## src/rtl/trdb_pkg.sv

```systemverilog
`default_nettype none
// +----------------------------------------------------------------------------+
// | trdb_pkg: E-Trace itype codes and instruction MASK/MATCH patterns.         |
// | Revision: 1.0                                                              |
// +----------------------------------------------------------------------------+
package trdb_pkg;

    localparam logic [3:0] ITYPE_NONE            = 4'd0;
    localparam logic [3:0] ITYPE_EXCEPTION       = 4'd1;
    localparam logic [3:0] ITYPE_INTERRUPT       = 4'd2;
    localparam logic [3:0] ITYPE_EXC_RETURN      = 4'd3;
    localparam logic [3:0] ITYPE_NOT_TAKEN       = 4'd4;
    localparam logic [3:0] ITYPE_TAKEN           = 4'd5;
    localparam logic [3:0] ITYPE_UNINF_JUMP      = 4'd6;
    localparam logic [3:0] ITYPE_RESERVED        = 4'd7;
    localparam logic [3:0] ITYPE_UNINF_CALL      = 4'd8;
    localparam logic [3:0] ITYPE_INF_CALL        = 4'd9;
    localparam logic [3:0] ITYPE_UNINF_TAIL      = 4'd10;
    localparam logic [3:0] ITYPE_INF_TAIL        = 4'd11;
    localparam logic [3:0] ITYPE_CO_SWAP         = 4'd12;
    localparam logic [3:0] ITYPE_RETURN          = 4'd13;
    localparam logic [3:0] ITYPE_OTHER_UNINF_JUMP = 4'd14;
    localparam logic [3:0] ITYPE_OTHER_INF_JUMP  = 4'd15;

    // Opcode-only match covers BEQ..BGEU and the PULP P.BEQIMM/P.BNEIMM slots.
    localparam logic [31:0] MASK_BRANCH   = 32'h0000_007f;
    localparam logic [31:0] MATCH_BRANCH  = 32'h0000_0063;
    localparam logic [31:0] MASK_C_BRANCH = 32'h0000_e003;
    localparam logic [31:0] MATCH_C_BEQZ  = 32'h0000_c001;
    localparam logic [31:0] MATCH_C_BNEZ  = 32'h0000_e001;
    localparam logic [31:0] MASK_JALR     = 32'h0000_707f;
    localparam logic [31:0] MATCH_JALR    = 32'h0000_0067;
    localparam logic [31:0] MASK_JAL      = 32'h0000_007f;
    localparam logic [31:0] MATCH_JAL     = 32'h0000_006f;
    localparam logic [31:0] MASK_MRET     = 32'hffff_ffff;
    localparam logic [31:0] MATCH_MRET    = 32'h3020_0073;
    localparam logic [31:0] MASK_SRET     = 32'hffff_ffff;
    localparam logic [31:0] MATCH_SRET    = 32'h1020_0073;

    function automatic logic is_link_reg(input logic [4:0] r);
        return (r == 5'd1) || (r == 5'd5);
    endfunction

endpackage
`default_nettype wire

```

## src/rtl/trdb_itype_lane_classifier.sv

```systemverilog
`default_nettype none
// +----------------------------------------------------------------------------+
// | trdb_itype_lane_classifier: combinational itype of one retired instruction.|
// | Revision: 1.0                                                              |
// +----------------------------------------------------------------------------+
module trdb_itype_lane_classifier
    import trdb_pkg::*;
#(
    parameter int XLEN      = 32,
    parameter int ITYPE_LEN = 3
) (
    input  logic [XLEN-1:0]      addr_i,
    input  logic [XLEN-1:0]      insn_i,
    input  logic                 compressed_i,
    input  logic [XLEN-1:0]      next_i,
    input  logic                 has_next_i,
    input  logic                 trap_i,
    input  logic                 irq_i,
    output logic [ITYPE_LEN-1:0] itype_o
);

    logic [31:0]     insn32;
    logic [4:0]      rd;
    logic [4:0]      rs1;
    logic            rd_link;
    logic            rs1_link;
    logic            is_eret;
    logic            is_jalr;
    logic            is_jal;
    logic            is_branch;
    logic [XLEN-1:0] seq_addr;

    assign insn32    = insn_i[31:0];
    assign rd        = insn32[11:7];
    assign rs1       = insn32[19:15];
    assign rd_link   = is_link_reg(rd);
    assign rs1_link  = is_link_reg(rs1);
    assign is_eret   = !compressed_i && (((insn32 & MASK_MRET) == MATCH_MRET) ||
                                         ((insn32 & MASK_SRET) == MATCH_SRET));
    assign is_jalr   = !compressed_i && ((insn32 & MASK_JALR) == MATCH_JALR);
    assign is_jal    = !compressed_i && ((insn32 & MASK_JAL) == MATCH_JAL);
    assign is_branch = compressed_i ? (((insn32 & MASK_C_BRANCH) == MATCH_C_BEQZ) ||
                                       ((insn32 & MASK_C_BRANCH) == MATCH_C_BNEZ))
                                    : ((insn32 & MASK_BRANCH) == MATCH_BRANCH);
    assign seq_addr  = addr_i + (compressed_i ? XLEN'(2) : XLEN'(4));

    always_comb begin
        itype_o = ITYPE_LEN'(ITYPE_NONE);
        if (trap_i) begin
            itype_o = irq_i ? ITYPE_LEN'(ITYPE_INTERRUPT) : ITYPE_LEN'(ITYPE_EXCEPTION);
        end else if (is_eret) begin
            itype_o = ITYPE_LEN'(ITYPE_EXC_RETURN);
        end else if (is_jalr) begin
            if (ITYPE_LEN == 3)                              itype_o = ITYPE_LEN'(ITYPE_UNINF_JUMP);
            else if (rd_link && rs1_link && (rd != rs1))     itype_o = ITYPE_LEN'(ITYPE_CO_SWAP);
            else if (rd_link)                                itype_o = ITYPE_LEN'(ITYPE_UNINF_CALL);
            else if (rs1_link && (rd == 5'd0))               itype_o = ITYPE_LEN'(ITYPE_RETURN);
            else if (rd == 5'd0)                             itype_o = ITYPE_LEN'(ITYPE_UNINF_TAIL);
            else                                             itype_o = ITYPE_LEN'(ITYPE_OTHER_UNINF_JUMP);
        end else if (is_jal) begin
            if (ITYPE_LEN == 3)        itype_o = ITYPE_LEN'(ITYPE_NONE);
            else if (rd_link)          itype_o = ITYPE_LEN'(ITYPE_INF_CALL);
            else if (rd == 5'd0)       itype_o = ITYPE_LEN'(ITYPE_INF_TAIL);
            else                       itype_o = ITYPE_LEN'(ITYPE_OTHER_INF_JUMP);
        end else if (is_branch && has_next_i) begin
            itype_o = (next_i != seq_addr) ? ITYPE_LEN'(ITYPE_TAKEN) : ITYPE_LEN'(ITYPE_NOT_TAKEN);
        end
    end

endmodule
`default_nettype wire

```

## src/rtl/trdb_itype_classifier.sv

```systemverilog
`default_nettype none
// +----------------------------------------------------------------------------+
// | trdb_itype_classifier: multi-retirement itype classifier, youngest pending.|
// | Revision: 1.0                                                              |
// +----------------------------------------------------------------------------+
module trdb_itype_classifier
    import trdb_pkg::*;
#(
    parameter  int XLEN      = 32,
    parameter  int NRET      = 2,
    parameter  int ITYPE_LEN = 3,
    localparam int NOUT      = NRET + 1
) (
    input  logic                      clk_i,
    input  logic                      rst_ni,
    input  logic [NRET-1:0]           valid_i,
    input  logic [NRET*XLEN-1:0]      iaddr_i,
    input  logic [NRET*XLEN-1:0]      insn_i,
    input  logic [NRET-1:0]           compressed_i,
    input  logic                      exception_i,
    input  logic                      interrupt_i,
    output logic [NOUT-1:0]           valid_o,
    output logic [NOUT*XLEN-1:0]      iaddr_o,
    output logic [NOUT*ITYPE_LEN-1:0] itype_o
);

    localparam int CW = $clog2(NOUT + 1);

    logic                             pend_v_q, pend_v_d;
    logic [XLEN-1:0]                  pend_addr_q, pend_addr_d;
    logic [XLEN-1:0]                  pend_insn_q, pend_insn_d;
    logic                             pend_c_q, pend_c_d;

    logic [NOUT-1:0]                  valid_q, valid_d;
    logic [NOUT-1:0][XLEN-1:0]        iaddr_q, iaddr_d;
    logic [NOUT-1:0][ITYPE_LEN-1:0]   itype_q, itype_d;

    logic [CW-1:0]                    lane_cnt;
    logic [CW-1:0]                    elem_cnt;
    logic                             lane_run;

    logic [NOUT-1:0][XLEN-1:0]        e_addr;
    logic [NOUT-1:0][XLEN-1:0]        e_insn;
    logic [NOUT-1:0]                  e_c;
    logic [NOUT-1:0][XLEN-1:0]        next_addr;
    logic [NOUT-1:0]                  has_next;
    logic [NOUT-1:0]                  is_trap;
    logic [NOUT-1:0]                  emit;
    logic [NOUT-1:0][ITYPE_LEN-1:0]   lane_itype;

    // Only the contiguous run of valid lanes starting at lane 0 counts.
    always_comb begin
        lane_cnt = '0;
        lane_run = 1'b1;
        for (int i = 0; i < NRET; i++) begin
            if (lane_run && valid_i[i]) lane_cnt = lane_cnt + CW'(1);
            else                        lane_run = 1'b0;
        end
        elem_cnt = lane_cnt + CW'(pend_v_q);
    end

    for (genvar k = 0; k < NOUT; k++) begin : g_elem
        // With a pending instruction the retired lanes shift up by one slot.
        if (k == 0) begin : g_first
            assign e_addr[k] = pend_v_q ? pend_addr_q : iaddr_i[XLEN-1:0];
            assign e_insn[k] = pend_v_q ? pend_insn_q : insn_i[XLEN-1:0];
            assign e_c[k]    = pend_v_q ? pend_c_q    : compressed_i[0];
        end else if (k < NRET) begin : g_mid
            assign e_addr[k] = pend_v_q ? iaddr_i[(k-1)*XLEN +: XLEN] : iaddr_i[k*XLEN +: XLEN];
            assign e_insn[k] = pend_v_q ? insn_i[(k-1)*XLEN +: XLEN]  : insn_i[k*XLEN +: XLEN];
            assign e_c[k]    = pend_v_q ? compressed_i[k-1]           : compressed_i[k];
        end else begin : g_top
            assign e_addr[k] = iaddr_i[(k-1)*XLEN +: XLEN];
            assign e_insn[k] = insn_i[(k-1)*XLEN +: XLEN];
            assign e_c[k]    = compressed_i[k-1];
        end

        if (k < NOUT - 1) begin : g_succ
            assign next_addr[k] = e_addr[k+1];
        end else begin : g_no_succ
            assign next_addr[k] = '0;
        end

        assign has_next[k] = CW'(k + 1) < elem_cnt;
        assign is_trap[k]  = exception_i && (CW'(k + 1) == elem_cnt);
        assign emit[k]     = has_next[k] || is_trap[k];

        trdb_itype_lane_classifier #(
            .XLEN      (XLEN),
            .ITYPE_LEN (ITYPE_LEN)
        ) u_lane (
            .addr_i       (e_addr[k]),
            .insn_i       (e_insn[k]),
            .compressed_i (e_c[k]),
            .next_i       (next_addr[k]),
            .has_next_i   (has_next[k]),
            .trap_i       (is_trap[k]),
            .irq_i        (interrupt_i),
            .itype_o      (lane_itype[k])
        );
    end

    always_comb begin
        pend_v_d    = pend_v_q;
        pend_addr_d = pend_addr_q;
        pend_insn_d = pend_insn_q;
        pend_c_d    = pend_c_q;
        if (exception_i) begin
            pend_v_d    = 1'b0;
            pend_addr_d = '0;
            pend_insn_d = '0;
            pend_c_d    = 1'b0;
        end else begin
            for (int i = 0; i < NRET; i++) begin
                if (lane_cnt == CW'(i + 1)) begin
                    pend_v_d    = 1'b1;
                    pend_addr_d = iaddr_i[i*XLEN +: XLEN];
                    pend_insn_d = insn_i[i*XLEN +: XLEN];
                    pend_c_d    = compressed_i[i];
                end
            end
        end
    end

    always_comb begin
        valid_d = emit;
        iaddr_d = iaddr_q;
        itype_d = itype_q;
        for (int k = 0; k < NOUT; k++) begin
            if (emit[k]) begin
                iaddr_d[k] = e_addr[k];
                itype_d[k] = lane_itype[k];
            end
        end
    end

    always_ff @(posedge clk_i) begin
        if (!rst_ni) begin
            pend_v_q    <= 1'b0;
            pend_addr_q <= '0;
            pend_insn_q <= '0;
            pend_c_q    <= 1'b0;
            valid_q     <= '0;
            iaddr_q     <= '0;
            itype_q     <= '0;
        end else begin
            pend_v_q    <= pend_v_d;
            pend_addr_q <= pend_addr_d;
            pend_insn_q <= pend_insn_d;
            pend_c_q    <= pend_c_d;
            valid_q     <= valid_d;
            iaddr_q     <= iaddr_d;
            itype_q     <= itype_d;
        end
    end

    assign valid_o = valid_q;
    assign iaddr_o = iaddr_q;
    assign itype_o = itype_q;

endmodule
`default_nettype wire

```

## config.mk

```make
export PLATFORM = sky130hd
export DESIGN_NAME = trdb_itype_classifier
export DESIGN_NICKNAME = d
export VERILOG_FILES = /design/src/rtl/trdb_pkg.sv /design/src/rtl/trdb_itype_lane_classifier.sv /design/src/rtl/trdb_itype_classifier.sv
export SDC_FILE = /design/constraint.sdc
export NUM_CORES = 1
export LEC_CHECK = 0
export ABC_AREA = 1
export BUFFER_PORTS_ARGS = -buffer_cell sky130_fd_sc_hd__buf_2
export CORE_UTILIZATION = 56
export CTS_CLUSTER_DIAMETER = 120
export DETAILED_ROUTE_END_ITERATION = 8
export MAX_ROUTING_LAYER = met4
export PLACE_DENSITY = 0.82
export REMOVE_ABC_BUFFERS = 1
export SLEW_MARGIN = 25
export SYNTH_ARGS = -nofsm -noshare
export SYNTH_HDL_FRONTEND = slang
export SYNTH_SLANG_ARGS = --single-unit
```

## constraint.sdc

```tcl
create_clock -name clk_i -period 5 [get_ports clk_i]
set_clock_uncertainty 0.15 [all_clocks]
set_input_delay 0.5 -clock clk_i [delete_from_list [all_inputs] [get_ports clk_i]]
set_output_delay 0.5 -clock clk_i [all_outputs]
set_load 0.01 [all_outputs]
```

==> results of run 1 <==
power groups by stage:
| stage | combinational [mW] | clock (mW) | sequential, mW |
|---|---|---|---|
| after floorplan | 0.473 | 0 | 1.55 |
| after global placement | 0.809 | 0 | 1.52 |
| after detailed placement | 0.823 | 0 | 1.52 |
| after CTS | 0.829 | 1.38 | 1.49 |
| after global routing | 0.936 | 1.45 | 1.50 |
| final | 0.840 | 1.38 | 1.49 |
metrics by stage:
step	std cells	power, mW	util
2_1_floorplan	1824	2.03	-
3_3_place_gp	2345	2.33	0.643
3_5_place_dp	2345	2.34	0.643
4_1_cts	2377	3.70	0.673
5_1_grt	2382	3.89	0.674
6_report	2383	3.71	0.674
worst max-delay path by stage:
stage	from	to	slack (ns)	cells past startpoint
2_1_floorplan	pend_v_q$_SDFFE_PP0P_	itype_o[3]$_SDFFE_PN0P_	-1.75	24
3_3_place_gp	pend_v_q$_SDFFE_PP0P_	itype_o[3]$_SDFFE_PN0P_	1.19	24
3_5_place_dp	pend_v_q$_SDFFE_PP0P_	itype_o[3]$_SDFFE_PN0P_	1.12	24
4_1_cts	pend_v_q$_SDFFE_PP0P_	itype_o[3]$_SDFFE_PN0P_	1.08	24
5_1_grt	pend_v_q$_SDFFE_PP0P_	itype_o[3]$_SDFFE_PN0P_	0.75	24
6_report	pend_v_q$_SDFFE_PP0P_	itype_o[3]$_SDFFE_PN0P_	1.03	24
state kept, by name, summed over array words and instances, names as in the netlist:
name	cells
iaddr_o	96
pend_addr_q	32
pend_insn_q	31
itype_o	9
valid_o	3
pend_c_q	1
pend_v_q	1
Yosys cell counts, types with 14 or more instances:
master and count:
nand2_1 568, inv_1 291, nor2_1 177, dfxtp_1 173, o21ai_0 171, nand3_1 122
a21oi_1 63, clkbuf_1 52, o21ai_1 30, xor2_1 27, nand4_1 26, o221ai_1 22
nor3_1 17, nand2_2 14, nor2_2 14, xnor2_1 14
kinds of logic (layout without fill, tap and decap cells):
family                   Yosys count  in the layout  share of synthesized area
AND/OR/NAND/NOR                  963            963                      0.353
XOR/XNOR                          41             41                     0.0315
flip-flops                       173            173                      0.304
buffers and inverters            379            587                      0.134
other                              0              6                          0
AO/OA/AOI/OAI                    341            341                      0.169
adder cells (fa/ha/maj)            7              7                    0.00900
layer usage:
metal	wire [um]	global-route usage	vias up
met5	0	-	-
met4	1300	0.170	0
met3	3400	0.0786	84
met2	17700	0.619	591
met1	15600	0.451	5919
li1	-	-	6442
cell type report:
type | instances | area, um^2 | share of cell area
multi-input cells | 1352 | 6430 | 0.484
clock inverters | 14 | 159 | 0.0120
clock buffers | 18 | 450 | 0.0339
inverters | 299 | 1120 | 0.0844
flip-flops and latches | 173 | 3470 | 0.261
diodes | 6 | 15.0 | 0.00113
well taps | 265 | 332 | 0.0249
repair buffers | 256 | 1320 | 0.0992
worst max-delay path, stage by stage, from the launching register on:
cell,delay (ns)
dfxtp_4,0.76
inv_2,0.43
nand2_1,0.21
nand2_1,0.09
ha_1,0.22
inv_1,0.07
fa_1,0.43
inv_1,0.07
nand2_1,0.04
nand2_1,0.06
nand2_1,0.06
nor2_1,0.19
nand2_1,0.08
nor2_1,0.10
nand2_1,0.06
nor2_1,0.09
nand2_1,0.08
nor2_1,0.11
nand2_1,0.06
nor2_1,0.11
nand3_1,0.12
nand2_1,0.08
nand2_1,0.05
nand2_1,0.06
a21oi_1,0.06
==> results.ini, run 1 <==
[die]
start_util=0.578
die_h_um=145
core_area_mm2=0.0197
rows=51
die_w_um=145
boundaryPins=244
dieArea_mm2=0.0209

[detailed_routing]
drt_wl_total_um=38000
wl_per_cell_um=15.9
initialDrtViolationCount=974
via_per_inst=5.47
vias=13000
remaining_drc_errors=0
dr.pass1.iters=5
final_antenna_net_count=0

[power_and_ir_drop]
p_comb_frac=0.226
internal-power_mw=2.43
p_seq_frac=0.402
swShare=0.346
max-vdd-ir-drop_mv=0.233
p_leak_nw=6.94
clkPwrFrac=0.372
powerDensity_mw_per_mm2=279
p_switching_mw=1.28

[place]
gp_congestion=0.974
dp_hpwl_um=28100
preCtsSetupSlack_ns=1.12
placed_area_mm2=0.0127
port_buffers=241

[grt]
grtUsageTotal=0.380
grt_pass1_vias=11900
grt_pass1_wl_um=59400
grt-ovfl-total=0
grt_max_degree=75
grt_antenna_before_repair=5

[worst_setup_path]
r2r_cells=24
worstSetupPathType=reg2reg
reg2reg_from=pend_v_q$_SDFFE_PP0P_
startpoint_type=flop
r2r-end=itype_o[3]$_SDFFE_PN0P_
cp_max_fo=67
crit_required_ns=5.17
arrival_ns=4.15
end_kind=flop
rrSetupSlack_ns=1.03

[hold_path]
hold_class=in2reg
worstHoldPathCells=5
worstHoldEndpoint=pend_insn_q[20]$_SDFFE_PP0P_
min_from=insn_i[20]

[synth]
syn_area_mm2=0.0114
ys.flop_type=dfxtp_1
synth_area_per_cell_um2=5.99
synth_top_cell_area_share=0.304
syn_inst=1904
ys_ff_latch=173
synth-edff-count=0
yosys.area.top_type=dfxtp_1
synthArstFlopShare=0
ys_warn_count=0
synth-seq-area-share=0.304
yosysUniqueCellTypes=46
ys_top_cells_by_area=dfxtp_1, nand2_1, inv_1

[final_layout]
area_growth_pct=16.6
layout_commonest_cell=nand2_1
final_cell_mix=nand2_1, inv_1, buf_2
nFillCells=1915
final_nets=2242
postLayoutCellArea_mm2=0.0133
drive_above_1_share=0.161

[clock_tree]
clk_pin_slew_ns=0.08
cts.sinks=173
ctsRootBufferMaster=clkbuf_16
cts_tree=yes
cts_resized=0
htree_num_levels=4
cts_buffers=17
cts_setup_buffers=0
cts_buffer_depth=2
clock_latency_ns=0.44
hold_buffers=0

[timing]
rsz0062_at_grt=no
drv_slew=0
period_share=0.794
tightest_slew_ns=0.855
whs_ns=0.196
timing.fmax_mhz=252
finalSetupTns_ns=0
max-slew-margin-rel=0.428
setup_slack_ns=1.03
min_period_ns=3.97
setup_viol=0
finalHoldViolations=0

[flow_run]
cap_violations=0

[outcome]
status=finished clean

Note: power is estimated with default switching activity, not from simulation.
==> run 2: changes to the inputs <==
- CORE_UTILIZATION: 56 -> 50
- PLACE_DENSITY: 0.82 -> 0.77
- clock period: 5 -> 3.28 ns (I/O delays scaled with it)
==> results.ini, run 2 (same netlist as run 1, synthesis figures left out) <==
[clock_tree]
ctsRootBufferMaster=clkbuf_16
clk_pin_slew_ns=0.07
hold_buffers=0
clock_latency_ns=0.44
cts_buffer_depth=2
cts_buffers=17
cts_tree=yes
htree_num_levels=4
cts.sinks=173

[detailed_routing]
dr.pass1.iters=5
final_antenna_net_count=0
initialDrtViolationCount=947
drt_wl_total_um=40600
wl_per_cell_um=16.3
via_per_inst=5.37
remaining_drc_errors=0
vias=13400

[grt]
grt-ovfl-total=0
grt_pass1_wl_um=63300
grtUsageTotal=0.352
grt_max_degree=101
grt_pass1_vias=12500
grt_antenna_before_repair=2

[final_layout]
postLayoutCellArea_mm2=0.0143
layout_commonest_cell=nand2_1
final_nets=2343
area_growth_pct=25.5
drive_above_1_share=0.218
stdcell_count=2495
largest_reg_flops=96
final_cell_mix=nand2_1, inv_1, buf_2

[flow_run]
cap_violations=0

[worst_setup_path]
cp_common_cell=nand2_1
crit_required_ns=3.45
crit_path_max_incr_delay_ns=0.38
startpoint_type=flop
arrival_ns=3.34
reg2reg_from=pend_v_q$_SDFFE_PP0P_
r2r_cells=24
worstSetupPathType=reg2reg
cp_max_fo=7
end_kind=flop
cp-startpoint=pend_v_q$_SDFFE_PP0P_
crit_slowest_cell=dfxtp_4
crit_chain=buf_8 -> nand2_2 -> o21ai_2 -> inv_2 -> ha_4 -> inv_1 -> fa_2 -> inv_2 -> nand2_2 -> nor2_4 -> buf_12 -> nand3_4 -> nor2_4 -> nand3_1 -> nand2_1 -> nand2_1 -> nor2_1 -> nand2_1 -> nor2_1 -> nand2_1 -> nand2_1 -> nand2_1 -> nand2_1 -> a21oi_1

[place]
dp_hpwl_um=30100
port_buffers=241
dp.cells=2447
placed_area_mm2=0.0134
gp_congestion=1.01
preCtsSetupSlack_ns=-0.0870

[timing]
period_share=0.966
timing.fmax_mhz=316
setup_slack_ns=0.111
setup_viol=0
finalHoldViolations=0
min_period_ns=3.17
drv_slew=0
tightest_slew_ns=0.823
max-slew-margin-rel=0.446
whs_ns=0.0285
finalSetupTns_ns=0

[power_and_ir_drop]
powerDensity_mw_per_mm2=404
max-vdd-ir-drop_mv=0.298
p_leak_nw=7.48

[die]
start_util=0.516
boundaryPins=244
die_h_um=153
die_w_um=153
core_area_mm2=0.0221
rows=54
dieArea_mm2=0.0234

[hold_path]
hold_class=in2reg
min_from=iaddr_i[60]
worstHoldPathCells=3

[outcome]
status=finished clean

[run 2: cell count changes in the layout (fill, tap and decap cells not counted), moves of 6 or more]
| cell | previous run | this run |
|---|---|---|
| buf_4 | 15 | 109 |
| nor2_1 | 174 | 159 |
| nand2_1 | 568 | 557 |
| nand2_2 | 14 | 22 |
| nor2_4 | 6 | 15 |
| nor2_2 | 15 | 21 |
[run 2: per-layer routing]
layer  GRT usage  share of wire  up-vias
met5           -              0        -
met4       0.128          0.029        0
met3      0.0672          0.084       77
met2       0.587           0.47      530
met1       0.421           0.42     6148
li1            -              -     6640
[run 2: power by group]
part	internal, mW	total [mW]	switching [mW]
registers	2.21	2.27	0.0525
logic	0.530	1.47	0.939
clock network	1.07	2.05	0.978
total	3.82	5.79	1.97
[run 2: worst paths after layout]
kind                                   end  slack, ns
setup / recovery   itype_o[0]$_SDFFE_PN0P_       0.11
hold / removal    iaddr_o[92]$_SDFFE_PN0P_       0.03
setup reg to reg   itype_o[0]$_SDFFE_PN0P_       0.11
hold reg to reg    itype_o[8]$_SDFFE_PN0P_       0.30
[run 2: repair_timing]
action                                  CTS  global route
setup buffers                             0            15
endpoints found under the setup margin    1             6
resized for setup                         5            67
hold endpoints to repair                  0             0
pin swaps                                 0            26
[run 2: critical path, delay by kind of cell (launching register included)]
family / cells / cell delay, ns
compound gates: 2 / 0.11
fa+ha+maj: 2 / 0.51
buf+inv: 5 / 0.52
flops: 1 / 0.38
simple gates: 15 / 1.36
[run 2: layout make-up]
| cell class | instances | area (um^2) |
|---|---|---|
| Inverter | 299 | 1120 |
| Multi-Input combinational cell | 1352 | 6650 |
| Antenna cell | 2 | 5.00 |
| Tap cell | 280 | 350 |
| Sequential cell | 173 | 3470 |
| Timing Repair Buffer | 357 | 2150 |
| Clock inverter | 15 | 154 |
| Fill cell | 2140 | 7770 |
| Clock buffer | 17 | 425 |
[run 2: through the flow]
| step | power, mW | util |
|---|---|---|
| after floorplan | 3.09 | - |
| after global placement | 3.67 | 0.606 |
| after detailed placement | 3.70 | 0.606 |
| after CTS | 5.72 | 0.633 |
| after global routing | 6.06 | 0.648 |
| final | 5.79 | 0.648 |
